### src/rtl/minhash_topk_sorter.sv
// Streaming bottom-K MinHash sorter: keeps the DEPTH smallest signatures of a
// fragment sorted ascending, then drains them in rank order under ready/valid.
module minhash_topk_sorter #(
  parameter int unsigned SIG_W = 32,
  parameter int unsigned IDX_W = 7,
  parameter int unsigned DEPTH = 4,
  parameter int unsigned POS_W = (DEPTH > 1) ? $clog2(DEPTH) : 1,
  parameter bit          DEDUP = 1'b1
) (
  input  logic             clk,
  input  logic             rst_n,
  input  logic             in_valid,
  output logic             in_ready,
  input  logic [SIG_W-1:0] in_sig,
  input  logic [IDX_W-1:0] in_idx,
  input  logic             in_last,
  output logic             out_valid,
  input  logic             out_ready,
  output logic [SIG_W-1:0] out_sig,
  output logic [IDX_W-1:0] out_idx,
  output logic [POS_W-1:0] out_pos,
  output logic             out_last
);

  localparam int unsigned CNT_W = $clog2(DEPTH + 1);

  typedef enum logic {COLLECT, DRAIN} state_t;

  state_t           state_q;
  logic [SIG_W-1:0] sig_q [DEPTH];
  logic [IDX_W-1:0] idx_q [DEPTH];
  logic [DEPTH-1:0] vld_q;
  logic [CNT_W-1:0] count_q;
  logic [POS_W-1:0] rd_ptr_q;

  logic             accept;
  logic [CNT_W-1:0] ins_pos;
  logic             dup;
  logic             drop;
  logic [SIG_W-1:0] sig_n [DEPTH];
  logic [IDX_W-1:0] idx_n [DEPTH];
  logic [DEPTH-1:0] vld_n;
  logic [CNT_W-1:0] count_n;
  logic [SIG_W-1:0] sh_sig [DEPTH];
  logic [IDX_W-1:0] sh_idx [DEPTH];
  logic [DEPTH-1:0] sh_vld;
  logic [POS_W-1:0] nxt_ptr;
  logic [SIG_W-1:0] nxt_sig;
  logic [IDX_W-1:0] nxt_idx;

  assign accept = in_valid & in_ready;

  // Insertion rank: entries <= in_sig stay ahead of the new one (stable ties)
  always_comb begin
    ins_pos = '0;
    dup     = 1'b0;
    for (int i = 0; i < DEPTH; i++) begin
      if (vld_q[i]) begin
        if (sig_q[i] <= in_sig) ins_pos = ins_pos + CNT_W'(1);
        if (sig_q[i] == in_sig) dup = 1'b1;
      end
    end
  end

  assign drop = (DEDUP && dup) || (ins_pos == CNT_W'(DEPTH));

  // Array view shifted up by one slot; the top slot falls off (eviction)
  always_comb begin
    sh_sig[0] = '0;
    sh_idx[0] = '0;
    sh_vld    = '0;
    for (int i = 1; i < DEPTH; i++) begin
      sh_sig[i] = sig_q[i-1];
      sh_idx[i] = idx_q[i-1];
      sh_vld[i] = vld_q[i-1];
    end
  end

  always_comb begin
    for (int i = 0; i < DEPTH; i++) begin
      sig_n[i] = sig_q[i];
      idx_n[i] = idx_q[i];
    end
    vld_n   = vld_q;
    count_n = count_q;
    if (accept && !drop) begin
      for (int i = 0; i < DEPTH; i++) begin
        if (CNT_W'(i) == ins_pos) begin
          sig_n[i] = in_sig;
          idx_n[i] = in_idx;
          vld_n[i] = 1'b1;
        end else if (CNT_W'(i) > ins_pos) begin
          sig_n[i] = sh_sig[i];
          idx_n[i] = sh_idx[i];
          vld_n[i] = sh_vld[i];
        end
      end
      if (count_q != CNT_W'(DEPTH)) count_n = count_q + CNT_W'(1);
    end
  end

  // Entry that follows the one currently presented; guarded for non-pow2 DEPTH
  always_comb begin
    nxt_ptr = rd_ptr_q + POS_W'(1);
    nxt_sig = '0;
    nxt_idx = '0;
    if (32'(nxt_ptr) < DEPTH) begin
      nxt_sig = sig_q[nxt_ptr];
      nxt_idx = idx_q[nxt_ptr];
    end
  end

  always_ff @(posedge clk or negedge rst_n) begin
    if (!rst_n) begin
      state_q   <= COLLECT;
      for (int i = 0; i < DEPTH; i++) begin
        sig_q[i] <= '0;
        idx_q[i] <= '0;
      end
      vld_q     <= '0;
      count_q   <= '0;
      rd_ptr_q  <= '0;
      in_ready  <= 1'b1;
      out_valid <= 1'b0;
      out_sig   <= '0;
      out_idx   <= '0;
      out_pos   <= '0;
      out_last  <= 1'b0;
    end else begin
      case (state_q)
        COLLECT: begin
          if (accept) begin
            sig_q   <= sig_n;
            idx_q   <= idx_n;
            vld_q   <= vld_n;
            count_q <= count_n;
            if (in_last) begin
              state_q   <= DRAIN;
              rd_ptr_q  <= '0;
              in_ready  <= 1'b0;
              out_valid <= 1'b1;
              out_sig   <= sig_n[0];
              out_idx   <= idx_n[0];
              out_pos   <= '0;
              out_last  <= (count_n == CNT_W'(1));
            end
          end
        end
        DRAIN: begin
          if (out_ready) begin
            if (out_last) begin
              state_q   <= COLLECT;
              vld_q     <= '0;
              count_q   <= '0;
              rd_ptr_q  <= '0;
              in_ready  <= 1'b1;
              out_valid <= 1'b0;
              out_sig   <= '0;
              out_idx   <= '0;
              out_pos   <= '0;
              out_last  <= 1'b0;
            end else begin
              rd_ptr_q <= nxt_ptr;
              out_sig  <= nxt_sig;
              out_idx  <= nxt_idx;
              out_pos  <= nxt_ptr;
              out_last <= (CNT_W'(nxt_ptr) == count_q - CNT_W'(1));
            end
          end
        end
        default: state_q <= COLLECT;
      endcase
    end
  end

endmodule

### config.mk
export PLATFORM = sky130hd
export DESIGN_NAME = minhash_topk_sorter
export DESIGN_NICKNAME = d
export VERILOG_FILES = /design/src/rtl/minhash_topk_sorter.sv
export SDC_FILE = /design/constraint.sdc
export NUM_CORES = 1
export LEC_CHECK = 0
export CAP_MARGIN = 20
export CORE_UTILIZATION = 54
export CTS_BUF_LIST = sky130_fd_sc_hd__clkbuf_8
export DETAILED_ROUTE_END_ITERATION = 12
export PLACE_DENSITY = 0.7
export SLEW_MARGIN = 10
export SYNTH_ARGS = -nofsm -noshare
export SYNTH_HDL_FRONTEND = slang
export SYNTH_SLANG_ARGS = --single-unit
### constraint.sdc
create_clock -name clk -period 5.6 [get_ports clk]
set_input_delay 1.4 -clock clk [delete_from_list [all_inputs] [get_ports clk]]
set_output_delay 1.4 -clock clk [all_outputs]
set_load 0.005 [all_outputs]
==> metrics list <==
- Sum of net half-perimeters after detailed placement: 27.1 mm
- The first global-routing pass estimated 64.6 mm of wire.
- VDD sags by at most about 0.25 mV.
- Crit path launch type: primary input
- Sequential power share: 47.8%
* DRC violations left: 0
* Total power draw: 3.15 mW
- Per report_power, the clock group accounts for 45.3% of the total.
- In the detailed route, the total length drawn on met3 is 2.52 mm.
- Based on the critical path, the design can be clocked at up to 178 MHz.
- Wire per inst: 22.2 µm
- CTS saw roughly 210 sinks.
- Critical Path, Cell by Cell: clkdlybuf4s50_1, inv_1, ha_1, nand4_1, or4_4, a21oi_2, a21boi_2, ha_1, nand2b_4, nand3_4, inv_2, ha_4, o2bb2ai_4, a221oi_4, ha_4, xnor2_4, a32o_2, buf_6, a21oi_4, nor2b_4, buf_6, buf_12, mux2_4
- Area delta synth->final: 28.7%
- Synthesis produced a netlist whose cell count is 1346.
* Failing checks: setup timing
- Power per Cell Area: 172 nW/µm²
* Fin crit share: 100%
- Total via count after detailed routing: ~12000
- Max_cap viols: 0
- In this design, the stage delay of the slowest critical-path cell is a little under 600 ps.
* Maximum number of pins on one net before global-route repair: 110
- Signal routing reaches up to met4.
* Utilization of the core after routing: between 70% and 80%
- Via count normalized by instance count: 6.15
* Setup crit end kind: register
- The flow ran to the end, but the final reports show violations.
- The detailed router put a total of between 15 and 20 mm of wire on met1.
- Distinct cell type count after synthesis: 69
- Die area: ~27000 µm²
- In this run the core area contains 59 standard-cell rows.
- Net switching component of the power: 793 µW
- For the worst setup path, the data required time is approximately 6000 ps.
- The congestion estimate from routability-driven global placement came to around 0.92.
- Met2 layer wire length in the routed design: 21.2 mm
- During synthesis, Yosys emitted a total of 0 warnings.
- CTS Root Buffer Type: clkbuf_8
- Number of register bits inferred by synthesis: approximately 210
- The number of clock buffers added by TritonCTS is 38.
- Counting flops with a built-in enable in the synthesized netlist gives 0.
* Proportion of synthesized flip-flops having asynchronous set or reset: 100%
* Most common flop cell mapped by yosys: dfrtp_1
* Total overflow reported by the global router: 0
* Number of I/O pins: 88
- In the post-route analysis, the smallest setup slack over all paths is -21.9 ps.
* Clock tree from TritonCTS: yes
* Initial Util: 54.8%
* Sequential-to-total area share from yosys stat: 36.6%
* Number of nets in the synthesized netlist: between 1500 and 2000
- After the flow finishes, the layout carries non-filler instances totaling about 1900.
- Final antenna-violating net count: 0
- The number of antenna violations at the first check in global routing was 0.
- At the worst endpoint, the arrival time is 6040 ps.
- DIE HEIGHT: 164 µm
* GRT Util Overall: 31.1%
- After clock tree synthesis, the flow added hold-fix buffers numbering 0.
- Drt initial violations: 779
* Avg Cell Area, Syn: 10.6 µm²
- Inst Count DP: 1828
- Crit Path Category: primary input to register
- For this block, the routed nets add up to 42.7 mm of wire.
- The die is 164 µm wide.
* Total count of hold-check failures in the final report: 0
* Part of the total power dissipated in combinational logic: 6.9%
* Endpoints failing setup: 34
* Number of buffers between clock root and the deepest sink: 3
* Setup repair after global routing missed its margin: true
- For the finished layout, the period the worst path requires is 5620 ps.
* Clock transition at the registers of the reported paths: 60 ps
- Of the total power, the share spent switching nets is about a quarter.
* Antenna Cells: 0
- Int Power: 2.35 mW
* Number of global-route vias before repair: 12100
* Netlist area before placement: 14200 µm²
- The path class of the tightest hold or removal check is register to register.
- Slew of the pin with the lowest slew margin: 984 ps
- First-pass iteration count of the detailed router: 5
* Net count reported at finish: around 1700
- Worst slew margin relative to its limit: approximately 34%
- Leak: ~9.4 nW
* Input/output buffers: a little under 90
- Cells with a size suffix above 1 make up 28.8% of the layout.
- Final-report max-slew violation count: 0
* Max stage delay cell, worst path: or4_4
* Clock latency of the later-clocked register in the worst-skew pair: between 500 and 600 ps
- The core region is 26000 µm².
- CTS built an H-tree with a depth of 2.
- Maximum fanout along the worst path: 8
* Post-route clock skew: 15.4 ps
[cell type report]
class,count,area [µm²]
inverter,39,168
fill,1834,7680
timing repair buffer,241,2490
clock inverter,20,86.3
sequential,208,5210
multi-input combinational,1030,9280
clock buffer,47,647
tap,335,419
[state kept, by name, summed over array words and instances (netlist names)]
name,cells
out_idx,7
sh_sig,96
rd_ptr_q,2
in_ready,1
idx_q,28
count_q,3
state_q,1
out_sig,32
out_valid,1
vld_q,4
out_last,1
sig_q,32
[per-stage QoR]
step	instance area [µm²]	setup TNS, ps	hold WS, ps	worst slack [ps]
floorplan	14400	-4430	461	-108
global placement	16600	-162060	492	-905
detailed placement	16600	-175610	502	-991
CTS	17800	-518	515	-70.2
global route	18300	-16150	537	-149
finish	18300	-344	520	-21.9
[power by group through the flow]
stage               clock network (mW)  logic (mW)  registers [mW]
CTS                               1.44       0.211            1.50
finish                            1.43       0.217            1.50
detailed placement                   0       0.204            1.53
global route                      1.51       0.239            1.50
global placement                     0       0.202            1.53
floorplan                            0      0.0602            1.53
[cells in the mapped netlist (3+ instances only)]
cell type | count | area, µm²
dfrtp_1 | 207 | 5180
o22ai_1 | 39 | 244
nor2b_1 | 12 | 75.1
a21o_1 | 14 | 105
mux2_4 | 17 | 255
nor2_1 | 104 | 390
and4_1 | 3 | 26.3
and2_1 | 42 | 263
and3_1 | 5 | 31.3
o21ai_0 | 50 | 250
o2bb2ai_1 | 3 | 26.3
mux4_2 | 39 | 878
nand4_1 | 22 | 138
nand2_1 | 80 | 300
mux2_2 | 45 | 507
buf_4 | 9 | 67.6
o31ai_1 | 3 | 22.5
mux2_1 | 53 | 597
ha_1 | 134 | 1680
clkbuf_1 | 40 | 150
a211oi_1 | 8 | 60.1
nand3_1 | 16 | 80.1
o211ai_1 | 3 | 22.5
inv_1 | 39 | 146
buf_2 | 10 | 50.1
buf_6 | 6 | 67.6
o21ai_1 | 10 | 50.1
nor4_1 | 5 | 31.3
a21boi_0 | 5 | 37.5
nand2b_1 | 7 | 43.8
mux2i_1 | 120 | 1200
o21a_1 | 8 | 60.1
a21oi_1 | 132 | 661
buf_1 | 4 | 15.0
nor3_1 | 10 | 50.1
xnor2_1 | 3 | 26.3
[critical path, delay by kind of cell]
family	cells	cell delay (ps)
AO/OA/AOI/OAI	6	890
XOR/XNOR	1	130
adder cells (fa/ha/maj)	4	1100
buffers and inverters	6	1060
multiplexers	1	310
AND/OR/NAND/NOR	5	1140
[layout by cell type (no fill, tap or decap), types with 9 or more instances in the layout]
cell type	Yosys	layout
mux2_4	17	67
and2_1	42	41
ha_1	134	115
nor2_1	104	100
buf_4	9	114
nand4_1	22	22
nand3_1	16	13
o21ai_0	50	21
a21oi_1	132	124
dlygate4sd2_1	0	17
mux2_1	53	18
inv_1	39	37
inv_2	0	17
nor3_1	10	9
ha_4	0	18
o21ai_1	10	36
clkbuf_8	0	47
mux4_2	39	39
a21o_1	14	14
nand2_1	80	79
dfrtp_1	207	205
mux2_2	45	30
clkdlybuf4s50_1	0	60
o22ai_1	39	39
buf_12	0	25
mux2i_1	120	115
[cells by family after synthesis]
kind of cell	Yosys count	synth area share (%)
DFF	208	36.6
and+or+nand+nor	324	11.3
muxes	274	24.2
adders and majority gates	134	11.8
AOI/OAI and AO/OA	291	12.1
xor gates and xnor gates	7	0.616
buffers and inverters	108	3.49
[final timing paths]
check / end / slack (ps) / cells after the start / startpoint
max: sh_sig[21]$_DFFE_PN0P_ / -20 / 23 / in_sig[22]
min: idx_q[18]$_DFFE_PN0P_ / 520 / 2 / idx_q[18]$_DFFE_PN0P_
max reg2reg: sh_sig[21]$_DFFE_PN0P_ / 520 / 27 / sh_sig[49]$_DFFE_PN0P_
min reg2reg: idx_q[18]$_DFFE_PN0P_ / 520 / 2 / idx_q[18]$_DFFE_PN0P_
max in group asynchronous: idx_q[26]$_DFFE_PN0P_ / 3580 / 2 / rst_n
min in group asynchronous: sh_sig[83]$_DFFE_PN0P_ / 930 / 1 / rst_n
[repair_timing]
item,4_1_cts,5_1_grt
pin swaps,35,57
buffers inserted,17,1
gates cloned,3,7
gates resized for setup,99,129
endpoints found under the setup margin,202,199
[per-layer routing]
| metal | up-vias | GRT usage [%] |
|---|---|---|
| li1 | 5420 | - |
| met1 | 5864 | 39.1 |
| met2 | 410 | 52.8 |
| met3 | 107 | 5.25 |
| met4 | 0 | 12.7 |
| met5 | - | 0 |
(Power assumes the default switching activity.)
